<file path="src/rtl/spi_reg_bank.sv">
`default_nettype none
// ============================================================================
// Module     : spi_reg_bank
// Description: Register bank and command decoder downstream of spi_slave.
//              Turns each SPI transaction (command byte followed by data bytes)
//              into register reads/writes and supplies the next MISO byte.
//              Command byte: bit7 = 1 write / 0 read, bits[6:0] = address.
//              Optional feature macro: SPI_REG_AUTOINC_EN (burst address
//              auto-increment after every data byte; default build holds addr).
// Revision   : 1.0 - initial release
// ============================================================================
module spi_reg_bank #(
  parameter logic [7:0] FW_VERSION     = 8'hC3,
  parameter logic       BOOT_FORCE_RST = 1'b0,
  parameter logic [7:0] SCRATCH_RST    = 8'h00
) (
  input  logic       i_clk_core,
  input  logic       i_reset_n,
  input  logic       i_transaction_begin,
  input  logic       i_rx_byte_available,
  input  logic [7:0] i_rx_byte,
  output logic [7:0] o_tx_byte,
  output logic       o_boot_force,
  output logic [7:0] o_scratch,
  output logic       o_wr_strobe,
  output logic [6:0] o_wr_addr
);

  localparam logic [6:0] c_ADDR_VERSION = 7'h00;
  localparam logic [6:0] c_ADDR_BOOT    = 7'h01;
  localparam logic [6:0] c_ADDR_SCRATCH = 7'h02;
  localparam logic [6:0] c_ADDR_ERR     = 7'h03;

  typedef enum logic [1:0] {
    S_IDLE = 2'd0,
    S_CMD  = 2'd1,
    S_DATA = 2'd2
  } state_t;

  state_t     r_state;
  logic [1:0] r_av_hist;
  logic       r_is_wr;
  logic [6:0] r_addr;
  logic [7:0] r_tx_byte;
  logic       r_boot_force;
  logic [7:0] r_scratch;
  logic [7:0] r_err_count;
  logic       r_wr_strobe;
  logic [6:0] r_wr_addr;

  logic       w_byte_evt;
  logic [6:0] w_addr_next;

  // A new byte is the first cycle the history shows available low->high.
  assign w_byte_evt = (r_av_hist == 2'b01);

`ifdef SPI_REG_AUTOINC_EN
  // Burst mode: each data byte moves to the next address (7-bit wrap).
  assign w_addr_next = r_addr + 7'd1;
`else
  // Fixed mode: every data byte targets the command's address.
  assign w_addr_next = r_addr;
`endif

  // Read view of the register map; unmapped addresses read zero.
  function automatic logic [7:0] f_reg_read(input logic [6:0] addr,
                                             input logic       boot,
                                             input logic [7:0] scratch,
                                             input logic [7:0] errs);
    case (addr)
      c_ADDR_VERSION: f_reg_read = FW_VERSION;
      c_ADDR_BOOT:    f_reg_read = {7'b0, boot};
      c_ADDR_SCRATCH: f_reg_read = scratch;
      c_ADDR_ERR:     f_reg_read = errs;
      default:        f_reg_read = 8'h00;
    endcase
  endfunction

  // Edge detect, transaction FSM, register writes and MISO byte selection.
  always_ff @(posedge i_clk_core or negedge i_reset_n) begin
    if (!i_reset_n) begin
      r_state      <= S_IDLE;
      r_av_hist    <= 2'b00;
      r_is_wr      <= 1'b0;
      r_addr       <= 7'h00;
      r_tx_byte    <= 8'h00;
      r_boot_force <= BOOT_FORCE_RST;
      r_scratch    <= SCRATCH_RST;
      r_err_count  <= 8'h00;
      r_wr_strobe  <= 1'b0;
      r_wr_addr    <= 7'h00;
    end else begin
      r_av_hist   <= {r_av_hist[0], i_rx_byte_available};
      r_wr_strobe <= 1'b0;
      if (i_transaction_begin) begin
        // Begin has priority: any byte arriving this cycle is discarded.
        r_state   <= S_CMD;
        r_tx_byte <= 8'h00;
      end else if (w_byte_evt) begin
        case (r_state)
          S_CMD: begin
            r_is_wr <= i_rx_byte[7];
            r_addr  <= i_rx_byte[6:0];
            r_state <= S_DATA;
            if (!i_rx_byte[7]) begin
              r_tx_byte <= f_reg_read(i_rx_byte[6:0], r_boot_force,
                                      r_scratch, r_err_count);
            end
          end
          S_DATA: begin
            if (r_is_wr) begin
              case (r_addr)
                c_ADDR_BOOT: begin
                  r_boot_force <= i_rx_byte[0];
                  r_wr_strobe  <= 1'b1;
                  r_wr_addr    <= r_addr;
                end
                c_ADDR_SCRATCH: begin
                  r_scratch   <= i_rx_byte;
                  r_wr_strobe <= 1'b1;
                  r_wr_addr   <= r_addr;
                end
                default: begin
                  // Read-only or unmapped target: drop and count, saturating.
                  if (r_err_count != 8'hFF) begin
                    r_err_count <= r_err_count + 8'd1;
                  end
                end
              endcase
            end else begin
              r_tx_byte <= f_reg_read(w_addr_next, r_boot_force,
                                      r_scratch, r_err_count);
            end
            r_addr <= w_addr_next;
          end
          default: begin
            // Bytes outside a transaction are ignored.
          end
        endcase
      end
    end
  end

  assign o_tx_byte    = r_tx_byte;
  assign o_boot_force = r_boot_force;
  assign o_scratch    = r_scratch;
  assign o_wr_strobe  = r_wr_strobe;
  assign o_wr_addr    = r_wr_addr;

endmodule
`default_nettype wire

</file>
<file path="config.mk">
export PLATFORM = sky130hd
export DESIGN_NAME = spi_reg_bank
export DESIGN_NICKNAME = d
export VERILOG_FILES = /design/src/rtl/spi_reg_bank.sv
export SDC_FILE = /design/constraint.sdc
export NUM_CORES = 1
export LEC_CHECK = 0
export ABC_AREA = 1
export CAP_MARGIN = 20
export CORE_ASPECT_RATIO = 1.25
export CORE_MARGIN = 8
export CORE_UTILIZATION = 40
export DETAILED_ROUTE_END_ITERATION = 7
export GPL_ROUTABILITY_DRIVEN = 0
export MAX_ROUTING_LAYER = met4
export PLACE_DENSITY = 0.71
export SYNTH_ARGS = -nofsm -noshare
export SYNTH_HDL_FRONTEND = slang
export SYNTH_SLANG_ARGS = --single-unit
</file>
<file path="constraint.sdc">
create_clock -name i_clk_core -period 2.79 [get_ports i_clk_core]
set_input_delay 0.6975 -clock i_clk_core [delete_from_list [all_inputs] [get_ports i_clk_core]]
set_output_delay 0.6975 -clock i_clk_core [all_outputs]
set_load 0.01 [all_outputs]
</file>
==> impl_metrics.json <==
{
  "status": "complete, no violations",
  "nets": 357,
  "power_density_nw_per_um2": 490,
  "grt_pass1_wl_um": 9050,
  "yosysTopAreaCell": "dfrtp_1",
  "netlist_area_um2": 2340,
  "area_growth_pct": 22.9,
  "numCtsBuffers": 5,
  "design.core.area_um2": 5740,
  "hpwl_um": 4180,
  "met1_length_um": 2410,
  "ir_drop_v": 0.000321,
  "ys_seq_area_share_pct": 48.2,
  "ctsHoldBuffers": 0,
  "numPortBuffers": 36,
  "finClkSkew_ps": 10.5,
  "cts_sinks": 45,
  "grt_usage_pct": 13.8,
  "postSynthAreaPerCell_um2": 7.74,
  "diodes": 0,
  "synth_cell_types": 25,
  "num_vias": 2020,
  "seq_area_um2": 1130,
  "die_width_um": 84.4,
  "setup_tns_ps": 0,
  "p_leak_nw": 1.42,
  "cts.path.max_buffers": 2,
  "root_buffer": "clkbuf_8",
  "routed_via_density": 4.93,
  "multi_input_area_um2": 1030,
  "clk_pin_slew_ps": 80,
  "insertion_delay_ps": 290,
  "drtIter0Drc": 157,
  "synth_area_leaders": "dfrtp_1 48%, nand2_1 16%, nand3_1 7.3%",
  "cp_data_arrival_time_ps": 2210,
  "drc": 0,
  "rsz0062_at_grt": "no",
  "htree_levels": 2,
  "die_h_um": 101,
  "critPathLaunchType": "primary input",
  "finalWirelength_um": 5480,
  "hold_viol_final": 0,
  "slew_headroom_pct": 57.5,
  "gr-total-overflow": 0,
  "fmax_mhz": 493,
  "grt_pass1_vias": 1862,
  "synth_fp_nets": 315,
  "wire_per_inst_um": 13.4,
  "netlist.area_leader.share_pct": 48.2,
  "mostFrequentLayoutCell": "nand2_1",
  "final-setup-viol-count": 0,
  "cp_max_fo": 12,
  "fin_worst_hold_slack_ps": 388,
  "fin_util_pct": 50.1,
  "tightest_slew_ps": 633,
  "place_ws_ps": 493,
  "fin_area_um2": 2870,
  "std_cell_rows": 31,
  "grt_max_degree": 46,
  "postRouteAntennaNets": 0,
  "finalMaxSlewViolations": 0,
  "antenna_found_initial": 0,
  "top_layer": "met4",
  "endpoint_kind": "flop",
  "route.met3.wl_um": 278,
  "fill_cells": 579,
  "layout-drive-gt1-share_pct": 9.30,
  "start_util_pct": 40.7,
  "ys_seq_elements": 45,
  "required_ps": 2980,
  "post_dp_cell_area_um2": 2770,
  "setup_ws_ps": 762,
  "cts_tree": "yes",
  "min_period_over_period_pct": 72.7,
  "io_pins": 37,
  "die_area_um2": 8560,
  "synthCells": 302,
  "cts.repair.resized": 0,
  "hp-class": "reg2reg",
  "worstSetupPathType": "in2reg",
  "ys_warn_count": 0,
  "drt_pass1_iterations": 4,
  "fin_crit_ps": 2030,
  "cts_setup_buffers": 0,
  "wl_met2_um": 2690,
  "drv_cap": 0,
  "mostFrequentLayoutCells": "101 x nand2_1, 45 x dfrtp_1, 40 x inv_1"
}
-- synth_stat cells, drive strengths merged --
master and number:
buf 4, o2111ai 2, nand3 35, inv 41
nand2 105, nand4 2, nand3b 1, nor3 4
ha 1, o21ai 22, a21oi 7, dfrtp 45
nor2 28, xor2 5
-- worst paths after layout --
check	from	endpoint	slack, ps	depth (start not counted)
worst max-delay path	i_transaction_begin	o_scratch[2]$_DFFE_PN0P_	760	8
worst min-delay path	r_av_hist[0]$_DFF_PN0_	r_av_hist[1]$_DFF_PN0_	390	0
worst max register to register	r_state[1]$_DFFE_PN0P_	o_tx_byte[2]$_DFFE_PN0P_	1150	7
worst min register to register	r_av_hist[0]$_DFF_PN0_	r_av_hist[1]$_DFF_PN0_	390	0
max in group asynchronous	i_reset_n	r_err_count[6]$_DFFE_PN0P_	1930	2
min in group asynchronous	i_reset_n	r_av_hist[0]$_DFF_PN0_	470	2
-- metal layers --
metal  up-vias  global-route usage [%]
met2        64                    22.0
met3         6                    3.08
met4         0                    6.32
li1       1035                       -
met5         -                       -
met1       915                    16.5
-- state kept, by name, summed over array words and instances, names as in the netlist --
name and cells:
r_state 2, o_tx_byte 8, r_addr 7, r_err_count 8, o_wr_addr 7, r_is_wr 1
o_boot_force 1, r_av_hist 2, o_wr_strobe 1, o_scratch 8
-- power breakdown --
group	switching (mW)	internal (mW)	leakage, nW
Sequential	0.0411	0.696	0.560
Combinational	0.137	0.0681	0.810
Clock	0.206	0.260	0.0540
-- logic make-up after synthesis --
kind of cell,synth area share [%]
flip-flops,48.2
AO/OA/AOI/OAI,8.24
AND/OR/NAND/NOR,33.4
adder cells (fa/ha/maj),0.535
buffers and inverters,7.81
XOR/XNOR,1.87
-- layout make-up --
class | instances | area share, %
flip-flops and latches | 45 | 39.2
multi-input cells | 212 | 35.8
repair buffers | 39 | 13.1
inverters | 41 | 5.35
well taps | 66 | 2.87
clock buffers | 5 | 2.39
clock inverters | 2 | 1.22
-- stage by stage --
| stage | power, mW | std cells |
|---|---|---|
| final | 1.41 | 410 |
| after global routing | 1.48 | 410 |
| after CTS | 1.43 | 410 |
| after detailed placement | 0.954 | 403 |
| after global placement | 0.949 | 403 |
| after floorplan | 0.874 | 302 |
-- worst max-delay path: stages --
cell and delay (ps):
clkdlybuf4s50_1 470, inv_1 110, nand2_1 120, nor3_4 220, nand2_2 190, buf_4 240
nand2_1 100, o21ai_2 60
Note: power is estimated with default switching activity, not from simulation.
==> RTL edit, RTL diff (config.mk and constraints unchanged) <==
The parameter `BOOT_FORCE_RST` goes from 1'b0 to 1'b1.
--- a/src/rtl/spi_reg_bank.sv
+++ b/src/rtl/spi_reg_bank.sv
@@ -11,7 +11,7 @@
 // ============================================================================
 module spi_reg_bank #(
   parameter logic [7:0] FW_VERSION     = 8'hC3,
-  parameter logic       BOOT_FORCE_RST = 1'b0,
+  parameter logic       BOOT_FORCE_RST = 1'b1,
   parameter logic [7:0] SCRATCH_RST    = 8'h00
 ) (
   input  logic       i_clk_core,
Behaviour: not the same (Yosys sat finds a counterexample within 4 cycles, from zero or initial values and one cycle with i_reset_n low).
==> RTL edit against the original RTL <==
  * Total power is 1.3% higher
  * Maximum frequency shrank 5.4%
  * Cell area about the same
  * Global-route usage is 0.29 points higher
  * Sequential cell count is the same
  * Critical path depth is 1 lower
  * Highest routed layer unchanged
  * Setup slack got worse by 0.12 ns
  * Area after synthesis about the same
  * Critical endpoint is now r_addr[4]
  * Routed wire length increased by 0.66%
  * Critical path type unchanged
==> RTL edit: results (changes against the original RTL) <==
The tools report the origin of the critical flop-to-flop path as r_av_hist[0] (was r_state[1]). The design internal power came out at 1.03 mW (was 1.02 mW). Endpoint of the worst register-to-register path: r_addr[4] (was o_tx_byte[2]). For the number of global-route vias before repair, the log shows 1998 (was 1862). The TritonCTS buffer count came out at 5 (unchanged). The tools report the HPWL after detailed placement as 4.20 mm (was 4.18 mm). Transition time at the pin with the least slew margin: 0.662 ns (was 0.633 ns).

The static leakage came out at 1.42 nW (about the same). Top cells by area, synth: sky130_fd_sc_hd__dfrtp_1 (47%), sky130_fd_sc_hd__nand2_1 (16%), sky130_fd_sc_hd__nand3_1 (7.3%) (was sky130_fd_sc_hd__dfrtp_1 (48%), sky130_fd_sc_hd__nand2_1 (16%), sky130_fd_sc_hd__nand3_1 (7.3%)). The count of nets after finishing is 356 (was 357), and the worst setup slack after placement is 0.373 ns (was 0.493 ns). The tools report the setup clock skew after layout as 0.00823 ns (was 0.0105 ns). For the highest clock frequency the design can meet, the log shows 0.467 GHz (was 0.493 GHz). Critical-path cell with the highest stage delay: sky130_fd_sc_hd__nor2_1 (was sky130_fd_sc_hd__clkdlybuf4s50_1). The placed cell count is 402 (was 403), and the final antenna diode count is 0 (unchanged). The logs give 2760 um2 (was 2770 um2) for the post-place instance area and 2.31 ns (was 2.21 ns) for the arrival time of the worst setup path. The run finished with clean final reports. Most used standard cells in the synthesized netlist: sky130_fd_sc_hd__nand2_1 (101), sky130_fd_sc_hd__dfrtp_1 (44), sky130_fd_sc_hd__inv_1 (40), sky130_fd_sc_hd__nand3_1 (34), sky130_fd_sc_hd__nor2_1 (22) (was sky130_fd_sc_hd__nand2_1 (101), sky130_fd_sc_hd__dfrtp_1 (45), sky130_fd_sc_hd__inv_1 (40), sky130_fd_sc_hd__nand3_1 (34), sky130_fd_sc_hd__nor2_1 (22)). For the via count, the log shows 2071 (was 2020). The length in cells of the worst reg-to-reg path works out to 7 (unchanged). The delay contributed by the slowest stage of the critical path was 0.54 ns (was 0.47 ns).

The number of fill cells in the layout is 574 (was 579). Cell type group with the largest total delay on the critical path: buffers and inverters (unchanged). The minimum setup slack among reg-to-reg paths is 1.06 ns (was 1.15 ns). For the sum of routed wire length over all layers, the log shows 5.52 mm (was 5.48 mm). The final hold slack came out at 0.376 ns (was 0.388 ns). Type of the worst min-delay path: in -> async (was reg -> reg).

The pin count of the biggest net entering global routing was 25 (was 46); the maximum fanout count along the critical path was 13 (was 12). Distinct cell type count after synthesis: 26 (was 25). The post-synthesis sequential area ratio is 48.2% (about the same), and the total global-route track usage is 14.1% (was 13.8%). The logs give 0.362 mV (was 0.321 mV) for the worst supply voltage drop on vdd and 5 (was 4) for the number of detailed-route iterations in the first pass. The tools report the number of violations reported at the end of detailed-routing iteration 0 as 238 (was 157).
RTL edit: changes by cell type in the layout (fill, tap and decap cells not counted):
cell                       unedited run  this run
sky130_fd_sc_hd__buf_4                3         2
sky130_fd_sc_hd__clkbuf_1             0         1
sky130_fd_sc_hd__clkinv_2             1         0
sky130_fd_sc_hd__clkinv_4             0         1
sky130_fd_sc_hd__dfrtp_1             45        44
sky130_fd_sc_hd__dfstp_2              0         1
RTL edit: kinds of logic after synthesis:
group                      share of synthesized area (%)
and+or+nand+nor                                     33.4
buffers and inverters                               7.81
DFF                                                 48.2
AOI/OAI and AO/OA                                   8.24
xor gates and xnor gates                            1.87
adders and majority gates                          0.535
RTL edit: power groups by stage:
stage          logic [mW]  registers [mW]  clock network (mW)
2_1_floorplan       0.133           0.741                   0
3_3_place_gp        0.201           0.748                   0
3_5_place_dp        0.203           0.749                   0
4_1_cts             0.205           0.736               0.501
5_1_grt             0.232           0.743               0.527
6_report            0.205           0.737               0.485
RTL edit: layer usage:
| metal | part of all wire (%) | global-route usage [%] | wire (um) | vias up |
|---|---|---|---|---|
| li1 | - | - | - | 1038 |
| met5 | 0 | - | 0 | - |
| met3 | 5.7 | 3.25 | 314 | 8 |
| met4 | 1.4 | 4.53 | 77 | 0 |
| met2 | 49 | 22.7 | 2710 | 50 |
| met1 | 44 | 17.3 | 2410 | 975 |
RTL edit: area by class of cell:
| class | instances | area, um2 | area share [%] |
|---|---|---|---|
| well taps | 66 | 82.6 | 2.87 |
| inverters | 41 | 154 | 5.35 |
| flip-flops and latches | 45 | 1130 | 39.2 |
| multi-input cells | 212 | 1030 | 35.8 |
| clock buffers | 6 | 72.6 | 2.52 |
| repair buffers | 38 | 370 | 12.9 |
| clock inverters | 2 | 38.8 | 1.35 |
RTL edit: worst max path at each step:
| stage | from | end | cells after the start |
|---|---|---|---|
| finish | i_transaction_begin | r_addr[4] | 7 |
| global route | i_transaction_begin | r_addr[4] | 6 |
| CTS | i_transaction_begin | r_addr[4] | 7 |
| detailed placement | i_transaction_begin | r_addr[4] | 7 |
| global placement | i_transaction_begin | r_addr[4] | 7 |
| floorplan | i_transaction_begin | o_scratch[7] | 7 |
RTL edit: worst register-to-register path: stages (launching register included):
cell and delay [ns]:
sky130_fd_sc_hd__dfrtp_1 0.35, sky130_fd_sc_hd__inv_1 0.06, sky130_fd_sc_hd__nor2_2 0.14, sky130_fd_sc_hd__nand2_1 0.15, sky130_fd_sc_hd__nor2_1 0.54, sky130_fd_sc_hd__inv_1 0.20, sky130_fd_sc_hd__nand2_1 0.09, sky130_fd_sc_hd__o21ai_0 0.08
